### config.mk
export PLATFORM = sky130hd
export DESIGN_NAME = dot_seq_ctrl_flat
export DESIGN_NICKNAME = d
export VERILOG_FILES = /design/src/rtl/dot_pkg.sv /design/src/rtl/dot_seq_ctrl_if.sv /design/src/rtl/vec_regfile.sv /design/src/rtl/dot_seq_ctrl.sv /design/src/flat_wrapper.sv
export SDC_FILE = /design/constraint.sdc
export NUM_CORES = 1
export LEC_CHECK = 0
export BUFFER_PORTS_ARGS = -buffer_cell sky130_fd_sc_hd__buf_2
export CORE_MARGIN = 3
export CORE_UTILIZATION = 60
export CTS_CLUSTER_SIZE = 40
export DETAILED_ROUTE_END_ITERATION = 8
export GPL_TIMING_DRIVEN = 0
export PLACE_DENSITY = 0.85
export RECOVER_POWER = 50
export SLEW_MARGIN = 20
export SYNTH_ARGS = -nofsm -noshare
export SYNTH_HDL_FRONTEND = slang
export SYNTH_HIERARCHICAL = 1
export SYNTH_SLANG_ARGS = --single-unit
### constraint.sdc
create_clock -name clk -period 3.3 [get_ports clk]
set_clock_uncertainty 0.05 [all_clocks]
set_input_delay 0.165 -clock clk [delete_from_list [all_inputs] [get_ports clk]]
set_output_delay 0.165 -clock clk [all_outputs]
set_load 0.05 [all_outputs]
### src/rtl/dot_pkg.sv
// Shared constants and state encoding for the dot-product sequencer.
package dot_pkg;

    localparam int unsigned N_MAX      = 16;
    localparam int unsigned DW         = 8;
    localparam int unsigned AW         = $clog2(N_MAX);
    localparam int unsigned LW         = AW + 1;
    localparam int unsigned RW         = 16;
    localparam int unsigned MAC_SETTLE = 2;

    typedef enum logic [2:0] {
        IDLE,
        CLEAR,
        RUN,
        WAIT1,
        WAIT2,
        DONE
    } state_e;

endpackage

### src/rtl/dot_seq_ctrl_if.sv
// Host-side bundle: operand write port, run control and captured result.
interface dot_seq_ctrl_if;
    import dot_pkg::*;

    logic          wr_en;
    logic          wr_sel;
    logic [AW-1:0] wr_addr;
    logic [DW-1:0] wr_data;
    logic [LW-1:0] vec_len;
    logic          start;
    logic          busy;
    logic          done;
    logic          err;
    logic [RW-1:0] result;
    logic          oflow;

    modport master (
        output wr_en, wr_sel, wr_addr, wr_data, vec_len, start,
        input  busy, done, err, result, oflow
    );

    modport slave (
        input  wr_en, wr_sel, wr_addr, wr_data, vec_len, start,
        output busy, done, err, result, oflow
    );

endinterface

### src/rtl/vec_regfile.sv
// N_MAX x DW operand store: synchronous write, asynchronous read.
module vec_regfile
    import dot_pkg::*;
(
    input  logic          clk,
    input  logic          we,
    input  logic [AW-1:0] waddr,
    input  logic [DW-1:0] wdata,
    input  logic [AW-1:0] raddr,
    output logic [DW-1:0] rdata_c
);

    logic [DW-1:0] mem_q [N_MAX];

    always_ff @(posedge clk) begin
        if (we) begin
            mem_q[waddr] <= wdata;
        end
    end

    assign rdata_c = mem_q[raddr];

endmodule

### src/rtl/dot_seq_ctrl.sv
// Sequencer for the 8x8 MAC: clears it, streams A/B element pairs, waits out
// the MAC latency and captures result and overflow.
module dot_seq_ctrl
    import dot_pkg::*;
(
    input  logic                clk,
    input  logic                rst,
    dot_seq_ctrl_if.slave       host,
    output logic                mac_rst,
    output logic                mac_enable,
    output logic [DW-1:0]       mac_a,
    output logic [DW-1:0]       mac_b,
    input  logic [RW-1:0]       mac_led,
    input  logic                mac_oflow
);

    state_e        state_q, state_d;
    logic [LW-1:0] len_q, len_d;
    logic [LW-1:0] idx_q, idx_d;
    logic          busy_q, busy_d;
    logic          done_q, done_d;
    logic          err_q, err_d;
    logic [RW-1:0] result_q, result_d;
    logic          oflow_q, oflow_d;
    logic          mac_rst_q, mac_rst_d;
    logic          mac_en_q, mac_en_d;
    logic [DW-1:0] mac_a_q, mac_a_d;
    logic [DW-1:0] mac_b_q, mac_b_d;

    logic          wr_ok_c;
    logic [DW-1:0] a_rd_c, b_rd_c;

    // Operand writes only land while idle.
    assign wr_ok_c = host.wr_en && (state_q == IDLE);

    vec_regfile u_vec_a (
        .clk     (clk),
        .we      (wr_ok_c && !host.wr_sel),
        .waddr   (host.wr_addr),
        .wdata   (host.wr_data),
        .raddr   (idx_q[AW-1:0]),
        .rdata_c (a_rd_c)
    );

    vec_regfile u_vec_b (
        .clk     (clk),
        .we      (wr_ok_c && host.wr_sel),
        .waddr   (host.wr_addr),
        .wdata   (host.wr_data),
        .raddr   (idx_q[AW-1:0]),
        .rdata_c (b_rd_c)
    );

    // Next state and next registered outputs.
    always_comb begin
        state_d   = state_q;
        len_d     = len_q;
        idx_d     = idx_q;
        done_d    = 1'b0;
        err_d     = err_q;
        result_d  = result_q;
        oflow_d   = oflow_q;
        mac_rst_d = 1'b0;
        mac_en_d  = 1'b0;
        mac_a_d   = '0;
        mac_b_d   = '0;

        case (state_q)
            IDLE: begin
                if (host.start) begin
                    len_d = host.vec_len;
                    idx_d = '0;
                    if ((host.vec_len == '0) || (host.vec_len > LW'(N_MAX))) begin
                        state_d  = DONE;
                        done_d   = 1'b1;
                        err_d    = 1'b1;
                        result_d = '0;
                        oflow_d  = 1'b0;
                    end else begin
                        state_d   = CLEAR;
                        mac_rst_d = 1'b1;
                        err_d     = 1'b0;
                    end
                end
            end
            CLEAR, RUN: begin
                // idx_q counts pairs already issued; len_q issued means stream is over.
                if ((state_q == RUN) && (idx_q == len_q)) begin
                    state_d = WAIT1;
                end else begin
                    state_d  = RUN;
                    mac_en_d = 1'b1;
                    mac_a_d  = a_rd_c;
                    mac_b_d  = b_rd_c;
                    idx_d    = idx_q + LW'(1);
                end
            end
            WAIT1: state_d = WAIT2;
            WAIT2: begin
                state_d  = DONE;
                done_d   = 1'b1;
                result_d = mac_led;
                oflow_d  = mac_oflow;
            end
            DONE:    state_d = IDLE;
            default: state_d = IDLE;
        endcase

        busy_d = (state_d != IDLE);
    end

    always_ff @(posedge clk) begin
        if (rst) begin
            state_q   <= IDLE;
            len_q     <= '0;
            idx_q     <= '0;
            busy_q    <= 1'b0;
            done_q    <= 1'b0;
            err_q     <= 1'b0;
            result_q  <= '0;
            oflow_q   <= 1'b0;
            mac_rst_q <= 1'b0;
            mac_en_q  <= 1'b0;
            mac_a_q   <= '0;
            mac_b_q   <= '0;
        end else begin
            state_q   <= state_d;
            len_q     <= len_d;
            idx_q     <= idx_d;
            busy_q    <= busy_d;
            done_q    <= done_d;
            err_q     <= err_d;
            result_q  <= result_d;
            oflow_q   <= oflow_d;
            mac_rst_q <= mac_rst_d;
            mac_en_q  <= mac_en_d;
            mac_a_q   <= mac_a_d;
            mac_b_q   <= mac_b_d;
        end
    end

    // System reset reaches the MAC in the same cycle.
    assign mac_rst     = mac_rst_q | rst;
    assign mac_enable  = mac_en_q;
    assign mac_a       = mac_a_q;
    assign mac_b       = mac_b_q;
    assign host.busy   = busy_q;
    assign host.done   = done_q;
    assign host.err    = err_q;
    assign host.result = result_q;
    assign host.oflow  = oflow_q;

endmodule
### src/flat_wrapper.sv
// flat-port wrapper written by rule: the top's interface ports become plain ports
module dot_seq_ctrl_flat import dot_pkg::*;
  (clk, rst, mac_rst, mac_enable, mac_a, mac_b, mac_led, mac_oflow, host_wr_en, host_wr_sel, host_wr_addr, host_wr_data, host_vec_len, host_start, host_busy, host_done, host_err, host_result, host_oflow);
  dot_seq_ctrl_if host_i ();
  input  logic clk;
  input  logic rst;
  output logic mac_rst;
  output logic mac_enable;
  output logic [DW-1:0] mac_a;
  output logic [DW-1:0] mac_b;
  input  logic [RW-1:0] mac_led;
  input  logic mac_oflow;
  input wire logic [$bits(host_i.wr_en)-1:0] host_wr_en;
  input wire logic [$bits(host_i.wr_sel)-1:0] host_wr_sel;
  input wire logic [$bits(host_i.wr_addr)-1:0] host_wr_addr;
  input wire logic [$bits(host_i.wr_data)-1:0] host_wr_data;
  input wire logic [$bits(host_i.vec_len)-1:0] host_vec_len;
  input wire logic [$bits(host_i.start)-1:0] host_start;
  output wire logic [$bits(host_i.busy)-1:0] host_busy;
  output wire logic [$bits(host_i.done)-1:0] host_done;
  output wire logic [$bits(host_i.err)-1:0] host_err;
  output wire logic [$bits(host_i.result)-1:0] host_result;
  output wire logic [$bits(host_i.oflow)-1:0] host_oflow;
  assign host_i.wr_en = host_wr_en;
  assign host_i.wr_sel = host_wr_sel;
  assign host_i.wr_addr = host_wr_addr;
  assign host_i.wr_data = host_wr_data;
  assign host_i.vec_len = host_vec_len;
  assign host_i.start = host_start;
  assign host_busy = host_i.busy;
  assign host_done = host_i.done;
  assign host_err = host_i.err;
  assign host_result = host_i.result;
  assign host_oflow = host_i.oflow;
  dot_seq_ctrl u_core (.clk(clk), .rst(rst), .host(host_i), .mac_rst(mac_rst), .mac_enable(mac_enable), .mac_a(mac_a), .mac_b(mac_b), .mac_led(mac_led), .mac_oflow(mac_oflow));
endmodule
==> results.ini <==
[timing]
rsz0062_at_grt=yes
slew_viol_final=99
finalSetupViolCount=0
setup_tns_ns=0
period_needed_ns=3.262
finalCritPeriodShare_pct=98.85
finalHoldViolations=0
tightest_slew_ns=1.576
max_slew_margin_pct=-5.044
clock.fmax_mhz=306.6

[clocking]
cts_setup_buffers=0
tritoncts=yes
h-tree-depth=1
clock_path_buffers=3
numCtsBuffers=30
clock_latency_ns=0.56
cts-root-buf=clkbuf_16
clock_sinks=307
clk_pin_slew_ns=0.06

[power]
ir_drop_mv=0.4035
p_per_area_nw_per_um2=641.6
p_leak_nw=4.553
total_power_mw=8.958

[die]
die_y_um=147.8
pin_count=77
start_util_pct=61.55
core-area_sq_um=19590
die_area_sq_um=21830
num_rows=51
fp.dieW_um=147.8

[outcome]
violations=capacitance limit, slew limit
outcome=finished, violations left

[drt]
dr_wl_met3_um=2348
drt_iter0_drc=780
viasPerCell=6.351
met1Wirelength_um=10290
first_pass_iters=6
dr.max_layer_used=met5
post-route-drc-count=0
vias=6827
wl_per_cell_um=24.38
wl_um=26210
dr_wl_met2_um=12990
antenna_left=0

[logic_synthesis]
synth_seq_cells=307
yosysWarnings=6
ys_seq_area_share_pct=72.22
synth_edf_count=256
synthCells=654
synthArstFlopShare_pct=0
synth_cell_types=52
netlist_area_sq_um=12060
ys.flop_type=edfxtp_1
synth_nets=694
avgSynthCellArea_sq_um=18.44

[cells_and_area]
multi_input_area_sq_um=3082
seq_area_sq_um=8708
drive_gt1_share_pct=20.42
final_nets=824
area_growth_pct=15.78
num-fill-cells=1118
fin_cells=1075

[flow_run]
cap_violations=3

[critical_path]
reg2reg_depth=7
worst_setup_path_end_kind=register
cp.arrival_ns=3.38
required_ns=3.42
startpoint_type=register
cp_max_fo=10
crit_type=reg -> reg

[min_path]
hold_path.class=in -> reg
hold_path_depth=2

[global_route]
grt_max_degree=33
grt_pass1_wl_um=40780
grt-ovfl-total=0
antenna_found_initial=4
grtUsageTotal_pct=24.52
grt_pass1_vias=6979

[placement]
dp.cells=994
port_buffers=75
globalplace.congestion=0.8183
place_hpwl_um=16240

## layout by cell type (no fill, tap or decap), types with 4 or more instances in the layout
cell and instances:
dlygate4sd3_1 23, clkinv_2 6, dfxtp_1 51, edfxtp_1 256, clkbuf_16 30, a21oi_1 39, nand3_1 4, buf_6 11
nor3_2 7, buf_4 4, mux4_1 28, and2_1 19, a211oi_1 17, xnor2_1 4, buf_2 42, nand2_1 21
nor2_1 35, clkinv_1 5, mux4_2 36, clkdlybuf4s25_2 6, clkbuf_1 56, or2_2 4, nand3b_1 4, a22oi_1 32
nand2b_1 8, mux2i_1 7
## path summary, 6_finish.rpt
| kind | from | end | slack (ns) |
|---|---|---|---|
| worst max-delay path | u_core/state_q[1]$_SDFF_PP0_ | u_core/u_vec_a/mem_q[2][1]$_DFFE_PP_ | 0.04 |
| worst min-delay path | rst | u_core/state_q[1]$_SDFF_PP0_ | 0.11 |
| worst max register to register | u_core/state_q[1]$_SDFF_PP0_ | u_core/u_vec_a/mem_q[2][1]$_DFFE_PP_ | 0.04 |
| worst min register to register | u_core/host.result[3]$_SDFFE_PP0P_ | u_core/host.result[3]$_SDFFE_PP0P_ | 0.47 |
## power by group
group          internal, mW  leakage, nW  switching, mW
combinational         0.550         1.37          0.780
sequential             4.29         2.72         0.0519
clock                  1.91        0.468           1.37
total                  6.75         4.55           2.20
## metrics by stage
step	util [%]	hold WS [ns]	setup WS [ns]	cell area [sq um]
2_1_floorplan	-	0.2139	0.3531	12060
3_3_place_gp	65.16	0.3857	-0.5212	12760
3_5_place_dp	65.31	0.3996	-0.4367	12790
4_1_cts	71.47	0.01495	0.02053	14000
5_1_grt	71.27	0.1398	-0.05817	13960
6_report	71.27	0.1125	0.03808	13960
## flip-flops by register name, summed over array words and instances, names as in the netlist
register,flops
u_core/u_vec_a/mem_q,128
u_core/u_vec_b/mem_q,128
u_core/host.result,16
u_core/mac_a,8
u_core/mac_b,8
u_core/idx_q,5
u_core/len_q,5
u_core/state_q,3
u_core/host.busy,1
u_core/host.done,1
u_core/host.err,1
u_core/host.oflow,1
u_core/mac_enable,1
u_core/mac_rst_q,1
## cells in the mapped netlist, types with 3 or more instances
cell type,count,area [sq um]
mux2i_1,7,70.07
a211oi_1,17,127.6
dfxtp_1,51,1021
clkbuf_1,6,22.52
buf_4,4,30.03
nand2b_1,8,50.05
clkdlybuf4s25_2,6,60.06
nand3_1,4,20.02
xor2_1,3,26.28
mux4_2,36,810.8
and2_1,19,118.9
a22oi_1,32,240.2
edfxtp_1,256,7687
nand2_1,21,78.83
nor3_1,8,40.04
buf_2,10,50.05
a21oi_1,39,195.2
buf_6,11,123.9
mux4_1,28,735.7
xnor2_1,4,35.03
nor2_1,36,135.1
nand3b_1,4,30.03
or2_2,4,25.02
## layer usage
| layer | vias to the layer above | track usage [%] |
|---|---|---|
| met5 | - | 0 |
| met4 | 4 | 7.130 |
| met3 | 47 | 4.752 |
| met2 | 402 | 41.09 |
| met1 | 3444 | 33.50 |
| li1 | 2930 | - |
## area by class of cell
type                            instances  share of cell area (%)
Sequential cell                       307                   62.38
Multi-Input combinational cell        306                   22.07
Clock buffer                           37                   5.566
Timing Repair Buffer                   98                   3.961
Tap cell                              265                   2.375
Buffer                                 39                   2.214
Clock inverter                         19                   1.344
Inverter                                2                 0.05377
Antenna cell                            2                 0.03585
## critical path: stages, from the launching register on
cell and delay, ns:
dfxtp_1 0.30, buf_4 0.15, or2_1 0.21, buf_6 0.13
clkbuf_1 0.21, nor4b_2 0.58, or3b_2 0.59, nor2_1 0.63
## cell families after synthesis
family	after synthesis	synth area share (%)
AO/OA/AOI/OAI	103	5.624
AND/OR/NAND/NOR	124	5.500
buffers and inverters	41	2.636
adder cells (fa/ha/maj)	1	0.1038
flip-flops	307	72.22
XOR/XNOR	7	0.5085
multiplexers	71	13.41
## repair_timing
item / 4_1_cts / 5_1_grt
resized for setup: 2 / 2
hold buffers: 23 / 0
setup endpoints to repair: 112 / 32
hold endpoints to repair: 27 / 0
(Power assumes the default switching activity.)
